--- src/rtl/usat_addsub_pipe.sv ---
// Streaming unsigned add/subtract with per-transaction saturate/wrap selection,
// overflow/underflow magnitude reporting and a saturating event counter.
module usat_addsub_pipe #(
   parameter int DATA_WIDTH = 8,
   parameter int STAGES     = 2,
   parameter int CNT_WIDTH  = 16
) (
   input  logic                  clk,
   input  logic                  rst,
   input  logic                  in_valid,
   output logic                  in_ready,
   input  logic [DATA_WIDTH-1:0] in0,
   input  logic [DATA_WIDTH-1:0] in1,
   input  logic                  op,
   input  logic                  sat,
   output logic                  out_valid,
   input  logic                  out_ready,
   output logic [DATA_WIDTH-1:0] out,
   output logic [DATA_WIDTH-1:0] excess,
   output logic                  sig_uf,
   output logic                  sig_of,
   output logic [CNT_WIDTH-1:0]  sat_count,
   input  logic                  clr_count
);

   localparam int W = DATA_WIDTH;

   logic          adv;
   logic [W:0]    a_ext, b_ext, diff, sum;
   logic [W-1:0]  calc_out, calc_exc;
   logic          calc_uf, calc_of;

   logic [STAGES-1:0] v_q;
   logic [W-1:0]      out_q [STAGES];
   logic [W-1:0]      exc_q [STAGES];
   logic              uf_q  [STAGES];
   logic              of_q  [STAGES];
   logic [CNT_WIDTH-1:0] cnt_q;

   // One global enable: the whole pipe moves or the whole pipe holds.
   assign adv      = !out_valid || out_ready;
   assign in_ready = adv;

   always_comb begin
      a_ext    = {1'b0, in0};
      b_ext    = {1'b0, in1};
      diff     = a_ext - b_ext;
      sum      = a_ext + b_ext;
      calc_out = '0;
      calc_exc = '0;
      calc_uf  = 1'b0;
      calc_of  = 1'b0;
      if (!op) begin
         calc_uf  = diff[W];
         calc_exc = diff[W] ? (in1 - in0) : '0;
         calc_out = (diff[W] && sat) ? '0 : diff[W-1:0];
      end else begin
         calc_of  = sum[W];
         calc_exc = sum[W] ? sum[W-1:0] : '0;
         calc_out = (sum[W] && sat) ? '1 : sum[W-1:0];
      end
   end

   // Payload only moves with a valid token so the output holds its last
   // result while bubbles pass through.
   always_ff @(posedge clk) begin
      if (rst) begin
         v_q <= '0;
         for (int i = 0; i < STAGES; i++) begin
            out_q[i] <= '0;
            exc_q[i] <= '0;
            uf_q[i]  <= 1'b0;
            of_q[i]  <= 1'b0;
         end
      end else if (adv) begin
         v_q[0] <= in_valid;
         if (in_valid) begin
            out_q[0] <= calc_out;
            exc_q[0] <= calc_exc;
            uf_q[0]  <= calc_uf;
            of_q[0]  <= calc_of;
         end
         for (int i = 1; i < STAGES; i++) begin
            v_q[i] <= v_q[i-1];
            if (v_q[i-1]) begin
               out_q[i] <= out_q[i-1];
               exc_q[i] <= exc_q[i-1];
               uf_q[i]  <= uf_q[i-1];
               of_q[i]  <= of_q[i-1];
            end
         end
      end
   end

   assign out_valid = v_q[STAGES-1];
   assign out       = out_q[STAGES-1];
   assign excess    = exc_q[STAGES-1];
   assign sig_uf    = uf_q[STAGES-1];
   assign sig_of    = of_q[STAGES-1];

   always_ff @(posedge clk) begin
      if (rst || clr_count) begin
         cnt_q <= '0;
      end else if (out_valid && out_ready && (sig_uf || sig_of) && (cnt_q != '1)) begin
         cnt_q <= cnt_q + CNT_WIDTH'(1);
      end
   end

   assign sat_count = cnt_q;

endmodule

--- config.mk ---
export PLATFORM = sky130hd
export DESIGN_NAME = usat_addsub_pipe
export DESIGN_NICKNAME = d
export VERILOG_FILES = /design/src/rtl/usat_addsub_pipe.sv
export SDC_FILE = /design/constraint.sdc
export NUM_CORES = 1
export LEC_CHECK = 0
export CORE_ASPECT_RATIO = 2
export CORE_MARGIN = 2
export CORE_UTILIZATION = 30
export CTS_BUF_LIST = sky130_fd_sc_hd__clkbuf_16
export DETAILED_ROUTE_END_ITERATION = 8
export GPL_TIMING_DRIVEN = 0
export MAX_ROUTING_LAYER = met4
export SYNTH_ARGS = -nofsm -noshare
export SYNTH_HDL_FRONTEND = slang
export SYNTH_SLANG_ARGS = --single-unit
--- constraint.sdc ---
create_clock -name clk -period 2.61 [get_ports clk]
set_input_delay 0.522 -clock clk [delete_from_list [all_inputs] [get_ports clk]]
set_output_delay 0.522 -clock clk [all_outputs]
set_load 0.01 [all_outputs]
==> qor.yml <==
final_layout:
  fin_area_um2: 4780
  syn2layout_area_growth_pct: 32.4
  final_cell_count_no_fill: 584
  final_nets: 488
  drive_gt1_share_pct: 17.3
  diodes: 0
global_route:
  grt_pass1_vias: 2952
  grt_max_degree: 19
  antenna_found_initial: 0
  grt_pass1_wl_um: 14200
  overflow: 0
  groute.usage.overall_pct: 14.5
detailed_routing:
  drtIter0Drc: 81
  drt-vias-per-instance: 5.00
  vias: 2922
  drt-total-wl_um: 8970
  wl_per_cell_um: 15.4
  first_pass_iters: 6
  ant_nets: 0
  drc: 0
run_status:
  status: "finished, final reports clean"
run:
  max_cap_viol_count: 0
timing:
  relSlewSlack_pct: 46.8
  fmax_mhz: 392
  worst_pin_slew_ns: 0.791
  setup_slack_ns: 0.0601
  setup_viol: 0
  fin_skew_ns: 0.00490
  finalMaxSlewViolations: 0
  fin_crit_ns: 2.55
  worst_hold_slack_ns: 0.504
  finalHoldViolCount: 0
  fin_crit_sh_pct: 97.7
floorplanning:
  die_area_um2: 13000
  die_height_um: 159
  die_x_um: 81.6
  core_um2: 11700
  initial_core_util_pct: 30.8
  num_io_pins: 59
  core.rowCount: 56
clock_network:
  cts_tree: "yes"
  insertion_delay_ns: 0.29
  clockBufferDepth: 2
  hold_buffers: 0
  clock-sinks: 54
  root_buffer: "clkbuf_16"
  htreeDepth: 2
  cts_buffers: 5
  path_clk_slew_ns: 0.07
worst_setup_path:
  endpoint_kind: "flip-flop"
  rr_endpoint: "sat_count[15]"
  crit_type: "in -> reg"
  crit_path_max_fanout: 7
  r2r_setup_slack_ns: 0.62
  cp.arrival_ns: 2.57
  cp-endpoint: "exc_q[0][5]"
  r2r_start: "sat_count[4]"
  startpoint_type: "primary input"
  rr_worst_depth: 5
  critPathRequiredTime_ns: 2.63
  crit_path_start: "in0[0]"
synth:
  ys_types: 62
  syn-num-nets: 417
  async_flop_share_pct: 0
  synth_area_um2: 3610
  synth_ff_type: "edfxtp_1"
  yosys_warnings: 0
  seq_area_frac_synth_pct: 39.9
  yosysMostFrequentCell: "edfxtp_1"
  avgSynthCellArea_um2: 9.83
  synthCells: 367
  synth_area_leaders: "edfxtp_1 30%, dfxtp_1 10%, ha_1 8.3%"
  yosysTopAreaCell: "edfxtp_1"
  yosys_register_bits: 54
  synth_enable_flop_cells: 36
  synthTopCellsByCount: "36 x edfxtp_1, 29 x nor2_1, 28 x inv_1"
  synth_top_area_share_pct: 30.0
power_and_ir_drop:
  leakagePower_nw: 1.93
  intPower_mw: 1.61
  power.switching_uw: 626
  ir_worst_vdd_v: 0.000270
  combPwrFrac_pct: 26.1
  p_sw_share_pct: 28.1
  power_density_nw_per_um2: 467
  total_power_mw: 2.23
  power_frac_clock_pct: 29.5
  power_frac_seq_pct: 44.3
placement:
  dpl.hpwl_um: 7170
  gp_congestion: 0.957
  portBuffers: 57
  dpl_cell_area_um2: 4360
  dp.cells: 569
  dp_slack_ns: -0.745
hold_path:
  hold_class: "reg -> reg"
-- metrics by stage --
step / setup TNS [ns] / util (%)
2_1_floorplan: 0 / -
3_3_place_gp: -10.54 / 37.3
3_5_place_dp: -10.43 / 37.3
4_1_cts: 0 / 40.0
5_1_grt: -0.00883 / 40.8
6_report: 0 / 40.8
-- power groups by stage --
stage	clock [mW]	combinational [mW]	sequential (mW)
after floorplan	0	0.325	1.01
final	0.659	0.583	0.989
after CTS	0.675	0.555	0.990
after global routing	0.710	0.633	0.995
after global placement	0	0.501	1.01
after detailed placement	0	0.505	1.01
-- flip-flops by register name (all words and copies together) (netlist names) --
signal	cells
uf_q	2
of_q	2
exc_q	16
out_q	16
v_q	2
sat_count	16
-- cell families (layout without fill, tap and decap cells) --
| logic type | Yosys count | after routing | synth area share, % |
|---|---|---|---|
| fa+ha+maj | 27 | 27 | 9.99 |
| simple gates | 116 | 116 | 17.2 |
| mux | 3 | 3 | 0.832 |
| buf+inv | 59 | 131 | 8.32 |
| xor+xnor | 20 | 20 | 4.85 |
| flops | 54 | 54 | 39.9 |
| compound gates | 88 | 88 | 18.9 |
-- layer usage --
metal | track usage (%) | up-vias | part of all wire (%)
li1 | - | 1429 | -
met1 | 12.2 | 1355 | 34
met2 | 28.4 | 102 | 57
met3 | 1.59 | 36 | 3.4
met4 | 8.32 | 0 | 6.0
met5 | - | - | 0
-- how the worst min path moves through the flow --
stage	start	endpoint	slack, ns	depth (start not counted)
3_3_place_gp	v_q[0]	v_q[0]	0.48	2
3_5_place_dp	v_q[0]	v_q[0]	0.49	2
5_1_grt	sat_count[15]	sat_count[15]	0.52	2
2_1_floorplan	v_q[0]	v_q[0]	0.46	2
4_1_cts	v_q[0]	v_q[0]	0.50	2
6_report	sat_count[15]	sat_count[15]	0.50	2
-- layout make-up --
cell class                 count  area [um^2]
buffer                        29          191
clock buffer                   5          125
clock inverter                 3         21.3
fill                        1117         6930
inverter                      29          109
multi-input combinational    254         2080
sequential                    54         1440
tap                          145          181
timing repair buffer          65          629
-- placed cells by master (no fill, tap or decap), types with 4 or more instances in the layout --
cell	n
edfxtp_1	36
clkbuf_1	7
nand2b_1	4
xnor2_1	13
dlygate4sd2_1	6
nand2_1	21
a21oi_1	23
o21ai_0	4
and2_1	21
nand3_1	7
nand4_1	4
ha_4	5
nor3_1	5
dfxtp_1	18
inv_1	27
a21o_1	7
nor2_1	29
clkbuf_16	5
ha_1	17
clkdlybuf4s50_1	50
buf_4	23
a211oi_2	5
xor2_1	7
-- worst max-delay path: stages --
cell and delay (ns):
dlygate4sd2_1 0.26, ha_1 0.23, fa_1 0.45, nand2b_4 0.12, a211oi_4 0.09, buf_4 0.16
o211a_1 0.27, o21bai_4 0.32, o32ai_4 0.16
-- repair_timing --
action / 4_1_cts / 5_1_grt
pin swaps: 7 / 5
setup endpoints to repair: 18 / 16
gates resized for setup: 28 / 19
setup buffers: 7 / 1
Note: power is estimated with default switching activity, not from simulation.
